$ cat src/rtl/insight_tap_scheduler.sv
// Change-driven tap sampler with round-robin arbitration onto one valid/ready record stream.
// Optional capture timestamps: define INSIGHT_TAP_SCHED_TIMESTAMP_EN.
//   state | meaning
//   IDLE  | sampling off, pending slots held empty
//   ARM   | one cycle: prime shadows from live taps, no events
//   RUN   | change detection and capture active
module insight_tap_scheduler #(
  parameter int NUM_TAPS = 4,
  parameter int TAP_W    = 8,
  parameter int TS_W     = 16
) (
  input  logic                          clock,
  input  logic                          reset_n,
  input  logic                          enable,
  input  logic [NUM_TAPS*TAP_W-1:0]     tap_data,
  output logic                          out_valid,
  input  logic                          out_ready,
  output logic [$clog2(NUM_TAPS)-1:0]   out_id,
  output logic [TAP_W-1:0]              out_data,
`ifdef INSIGHT_TAP_SCHED_TIMESTAMP_EN
  output logic [TS_W-1:0]               out_ts,
`endif
  output logic [NUM_TAPS-1:0]           lost,
  input  logic                          lost_clear
);

  localparam int ID_W = $clog2(NUM_TAPS);

  typedef enum logic [1:0] {ST_IDLE, ST_ARM, ST_RUN} state_t;

  state_t              state_q, state_d;
  logic [TAP_W-1:0]    tap_w      [NUM_TAPS];
  logic [TAP_W-1:0]    shadow_q   [NUM_TAPS];
  logic [TAP_W-1:0]    shadow_d   [NUM_TAPS];
  logic [TAP_W-1:0]    pend_val_q [NUM_TAPS];
  logic [TAP_W-1:0]    pend_val_d [NUM_TAPS];
  logic [NUM_TAPS-1:0] pending_q, pending_d;
  logic [NUM_TAPS-1:0] lost_q, lost_d, lost_set;
  logic [NUM_TAPS-1:0] chg;
  logic [ID_W-1:0]     rr_q, rr_d;
  logic                out_valid_q, out_valid_d;
  logic [ID_W-1:0]     out_id_q, out_id_d;
  logic [TAP_W-1:0]    out_data_q, out_data_d;
  logic [ID_W:0]       pick_r;
  logic                gnt_found;
  logic [ID_W-1:0]     gnt_idx;
  logic                load_en;
  logic                take;

`ifdef INSIGHT_TAP_SCHED_TIMESTAMP_EN
  logic [TS_W-1:0]     ts_q, ts_d;
  logic [TS_W-1:0]     pend_ts_q [NUM_TAPS];
  logic [TS_W-1:0]     pend_ts_d [NUM_TAPS];
  logic [TS_W-1:0]     out_ts_q, out_ts_d;
`else
  logic                unused_ts_w;
  assign unused_ts_w = ^{TS_W{1'b0}};
`endif

  // First set bit of pend scanning upward from ptr, wrapping; MSB flags a hit.
  function automatic logic [ID_W:0] pick(input logic [NUM_TAPS-1:0] pend,
                                         input logic [ID_W-1:0]     ptr);
    logic [ID_W:0] r;
    int            j;
    r = '0;
    for (int k = NUM_TAPS - 1; k >= 0; k--) begin
      j = int'(ptr) + k;
      if (j >= NUM_TAPS) j = j - NUM_TAPS;
      if (pend[j[ID_W-1:0]]) r = {1'b1, ID_W'(j)};
    end
    return r;
  endfunction

  always_comb begin
    for (int i = 0; i < NUM_TAPS; i++) begin
      tap_w[i] = tap_data[i*TAP_W +: TAP_W];
      chg[i]   = (tap_w[i] != shadow_q[i]);
    end
  end

  assign pick_r    = pick(pending_q, rr_q);
  assign gnt_found = pick_r[ID_W];
  assign gnt_idx   = pick_r[ID_W-1:0];
  assign load_en   = !out_valid_q || out_ready;
  assign take      = load_en && gnt_found;

  always_comb begin
    state_d     = state_q;
    shadow_d    = shadow_q;
    pend_val_d  = pend_val_q;
    pending_d   = pending_q;
    rr_d        = rr_q;
    out_valid_d = out_valid_q;
    out_id_d    = out_id_q;
    out_data_d  = out_data_q;
    lost_set    = '0;
`ifdef INSIGHT_TAP_SCHED_TIMESTAMP_EN
    ts_d        = ts_q;
    pend_ts_d   = pend_ts_q;
    out_ts_d    = out_ts_q;
`endif

    if (load_en) begin
      if (gnt_found) begin
        out_valid_d        = 1'b1;
        out_id_d           = gnt_idx;
        out_data_d         = pend_val_q[gnt_idx];
`ifdef INSIGHT_TAP_SCHED_TIMESTAMP_EN
        out_ts_d           = pend_ts_q[gnt_idx];
`endif
        pending_d[gnt_idx] = 1'b0;
        rr_d = (int'(gnt_idx) == NUM_TAPS - 1) ? '0 : gnt_idx + ID_W'(1);
      end else begin
        out_valid_d = 1'b0;
      end
    end

    case (state_q)
      ST_IDLE: begin
        pending_d = '0;
        if (enable) state_d = ST_ARM;
      end
      ST_ARM: begin
        pending_d = '0;
        shadow_d  = tap_w;
        state_d   = enable ? ST_RUN : ST_IDLE;
      end
      ST_RUN: begin
`ifdef INSIGHT_TAP_SCHED_TIMESTAMP_EN
        ts_d = ts_q + TS_W'(1);
`endif
        if (!enable) begin
          state_d   = ST_IDLE;
          pending_d = '0;
        end else begin
          for (int i = 0; i < NUM_TAPS; i++) begin
            if (chg[i]) begin
              shadow_d[i]   = tap_w[i];
              pend_val_d[i] = tap_w[i];
              pending_d[i]  = 1'b1;
`ifdef INSIGHT_TAP_SCHED_TIMESTAMP_EN
              pend_ts_d[i]  = ts_q;
`endif
              // A slot granted this cycle frees up, so the new value is not an overwrite.
              if (pending_q[i] && !(take && gnt_idx == ID_W'(i))) lost_set[i] = 1'b1;
            end
          end
        end
      end
      default: state_d = ST_IDLE;
    endcase

    lost_d = (lost_clear ? '0 : lost_q) | lost_set;
  end

  always_ff @(posedge clock or negedge reset_n) begin
    if (!reset_n) begin
      state_q     <= ST_IDLE;
      pending_q   <= '0;
      lost_q      <= '0;
      rr_q        <= '0;
      out_valid_q <= 1'b0;
      out_id_q    <= '0;
      out_data_q  <= '0;
      for (int i = 0; i < NUM_TAPS; i++) begin
        shadow_q[i]   <= '0;
        pend_val_q[i] <= '0;
      end
`ifdef INSIGHT_TAP_SCHED_TIMESTAMP_EN
      ts_q     <= '0;
      out_ts_q <= '0;
      for (int i = 0; i < NUM_TAPS; i++) pend_ts_q[i] <= '0;
`endif
    end else begin
      state_q     <= state_d;
      pending_q   <= pending_d;
      lost_q      <= lost_d;
      rr_q        <= rr_d;
      out_valid_q <= out_valid_d;
      out_id_q    <= out_id_d;
      out_data_q  <= out_data_d;
      shadow_q    <= shadow_d;
      pend_val_q  <= pend_val_d;
`ifdef INSIGHT_TAP_SCHED_TIMESTAMP_EN
      ts_q        <= ts_d;
      out_ts_q    <= out_ts_d;
      pend_ts_q   <= pend_ts_d;
`endif
    end
  end

  assign out_valid = out_valid_q;
  assign out_id    = out_id_q;
  assign out_data  = out_data_q;
  assign lost      = lost_q;
`ifdef INSIGHT_TAP_SCHED_TIMESTAMP_EN
  assign out_ts    = out_ts_q;
`endif

endmodule

$ cat config.mk
export PLATFORM = sky130hd
export DESIGN_NAME = insight_tap_scheduler
export DESIGN_NICKNAME = d
export VERILOG_FILES = /design/src/rtl/insight_tap_scheduler.sv
export SDC_FILE = /design/constraint.sdc
export NUM_CORES = 1
export LEC_CHECK = 0
export BUFFER_PORTS_ARGS = -buffer_cell sky130_fd_sc_hd__buf_2
export CAP_MARGIN = 20
export CORE_MARGIN = 2
export CORE_UTILIZATION = 46
export DETAILED_ROUTE_END_ITERATION = 8
export GPL_ROUTABILITY_DRIVEN = 0
export PLACE_DENSITY = 0.69
export SYNTH_ARGS = -nofsm -noshare
export SYNTH_HDL_FRONTEND = slang
export SYNTH_SLANG_ARGS = --single-unit
export TNS_END_PERCENT = 1
$ cat constraint.sdc
create_clock -name clock -period 2.5 [get_ports clock]
set_clock_uncertainty 0.05 [all_clocks]
set_input_delay 0.5 -clock clock [delete_from_list [all_inputs] [get_ports clock]]
set_output_delay 0.5 -clock clock [all_outputs]
set_load 0.02 [all_outputs]
==> impl_results.md <==
* Initial core utilization at 0.480
* Switching share of power at 0.304
* Endpoints failing setup at 0
* Gate Count Post-Synth at 300
* Crit end category: register
* Synth top area share at 0.546
* P_leak at 2.08 nW
* Die width at 97.1 µm
* Clock latency on the worst-skew pair at 350 ps
* CP Launch Type: register
* Dpl cells at 457
* TritonCTS Buffers at 9
* Core Area at 0.00830 mm²
* Die area at 0.00942 mm²
* FMAX at 0.463 GHz
* Clock Power Share at 0.220
* Leading area contributor after synthesis: dfrtp_1
* Mapped Nets at 338
* Nets at 401
* Synth cell types at 36
* First-pass GRT wire length at 13.4 mm
* WS Path Type: register to register
* DRT Wirelength at 7.98 mm
* Max H-tree Level at 3
* Layout cell share with drive strength beyond 1 at 0.431
* Area contributors post-synth: dfrtp_1 (55%), mux2_2 (19%), xor2_1 (7.0%)
* Yosys warnings at 0
* Worst-margin pin slew at 664 ps
* Synth Cell Area at 0.00399 mm²
* Combinational share of power at 0.279
* Non-filler cells, final at 472
* Detailed-route wire length per cell at 16.9 µm
* Worst endpoint required time at 2680 ps
* Max Cap Viol at 0
* Fin crit share at 0.864
* Via count at 2574
* CTS tree: done
* Critical path peak fanout at 13
* Clk slew on worst S/H paths at 80 ps
* Clock Path Buffers at 2
* PwrDens at 965 mW/mm²
* Num Clock Sinks at 87
* Hold Crit Class: input pin to async pin
* Place WS at 297 ps
* RSZ-0062 raised after global routing: no
* Final WS setup at 340 ps
* Drt pass-1 iters at 4
* Result of the run: finished, final reports clean
* Hold buffers post-CTS at 0
* Setup tns final at 0 ps
* Area grow syn2layout at 15.7%
* Slew Limit Fails at 0
* Top_reg_cell synth: dfrtp_1
* DP Wirelength at 6.02 mm
* Port bufs at 51
* Largest net degree at the start of global routing at 42
* GRT Total Usage at 0.180
* Site row count at 33
* DR vias/cell at 5.45
* EDFF count, synth at 0
* Flop pwr share at 0.501
* Drt drc at 0
* Chip height at 97.1 µm
* Root Buffer: clkbuf_8
* Int Power at 3.09 mW
* Synthesis-stage register bit count at 87
* Avg Inst Size Synth at 13.3 µm²
* Worst path arrival time at 2340 ps
* Commonest cells post-synth: dfrtp_1 (87), mux2_2 (67), xor2_1 (32)
* Rel. slew slack at 0.556
* Initial antenna violation count at 0
* Vias in the first global route at 2648
* Worst VDD drop at 0.464 mV
* Asr flop ratio synth at 1.00
* Hold Vio Cnt, Final at 0
* Global route overflow at 0
* 1st-iter DRT viols at 134
* Setup bufs post-CTS at 0
* Routed Antenna Nets at 0
* Sw Pwr at 1.35 mW
* Antenna cells at 0
* Ports at 52
* Most frequent cell after synthesis: dfrtp_1
* Post-CTS sizing at 0
* Min cycle time layout at 2160 ps
* Register area share after synthesis at 0.546
==> logic make-up (layout without fill, tap and decap cells) <==
logic type | after synthesis | count (layout) | share of synthesized area
mux | 73 | 73 | 0.211
fa+ha+maj | 1 | 1 | 0.00314
buf+inv | 17 | 84 | 0.0188
flops | 87 | 87 | 0.546
xor+xnor | 32 | 32 | 0.0703
compound gates | 51 | 51 | 0.0964
simple gates | 39 | 39 | 0.0543
==> metal layers <==
metal  up-vias  wire, µm  GRT usage
li1       1225         -          -
met1      1286      3800      0.261
met2        50      3740      0.270
met3        13       261     0.0266
met4         0       172     0.0780
met5         -         0          0
==> area by class of cell <==
| type | instances | area (µm²) |
|---|---|---|
| inverters | 9 | 33.8 |
| well taps | 105 | 131 |
| multi-input cells | 196 | 1730 |
| repair buffers | 60 | 338 |
| clock inverters | 3 | 42.5 |
| flip-flops and latches | 87 | 2180 |
| fillers | 745 | 3690 |
| clock buffers | 12 | 155 |
==> state kept, by name (all words and copies together) (netlist names) <==
signal	count
lost	4
out_data	8
out_id	2
out_valid	1
pend_val_q	32
pending_q	4
rr_q	2
shadow_q	32
state_q	2
==> worst max-delay path, stage by stage, from the launching register on <==
cell and delay (ps):
dfrtp_1 480, mux2i_1 190, o2bb2ai_2 210, nor2_4 380
mux2_2 400, a221o_1 330
==> layout by cell type, fill, tap and decap left out, types with 2 or more instances in the layout <==
cell type and instances:
a211oi_1 8, a21o_1 2, a21oi_1 6, a21oi_2 2, a221o_1 8, a31o_2 2, a32o_1 2, buf_2 50
buf_4 9, clkbuf_8 11, dfrtp_1 87, inv_1 9, mux2_2 67, mux2_4 5, nand2_1 8, nand3_1 11
nor2_2 4, nor2b_1 2, nor4_1 9, o21a_1 2, o21ai_0 11, o2bb2ai_1 2, xor2_1 32
==> power by group through the flow <==
stage,logic [mW],registers (mW),clock network (mW)
finish,1.24,2.23,0.979
global route,1.36,2.29,1.05
CTS,1.26,2.23,1.01
detailed placement,1.25,2.25,0
global placement,1.22,2.23,0
floorplan,0.861,2.23,0
==> metrics by stage <==
stage | hold WS [ps] | area (µm²) | total power, mW | util
after floorplan | 154 | 3990 | 3.09 | -
after global routing | 33.9 | 4610 | 4.71 | 0.556
final | 13.6 | 4610 | 4.45 | 0.556
after detailed placement | 403 | 4410 | 3.51 | 0.532
after global placement | 402 | 4410 | 3.45 | 0.532
after CTS | 21.4 | 4610 | 4.49 | 0.556
==> final timing paths <==
path | start | endpoint | slack, ps | cells after the start
worst max-delay path | rr_q[1] | out_data[2] | 340 | 5
worst min-delay path | reset_n | shadow_q[24] | 10 | 1
worst max register to register | rr_q[1] | out_data[2] | 340 | 5
worst min register to register | out_id[0] | out_id[0] | 430 | 2
max in group asynchronous | reset_n | out_data[2] | 1790 | 2
min in group clock | enable | state_q[1] | 360 | 2
No activity file was read; power rests on OpenSTA's default activity.
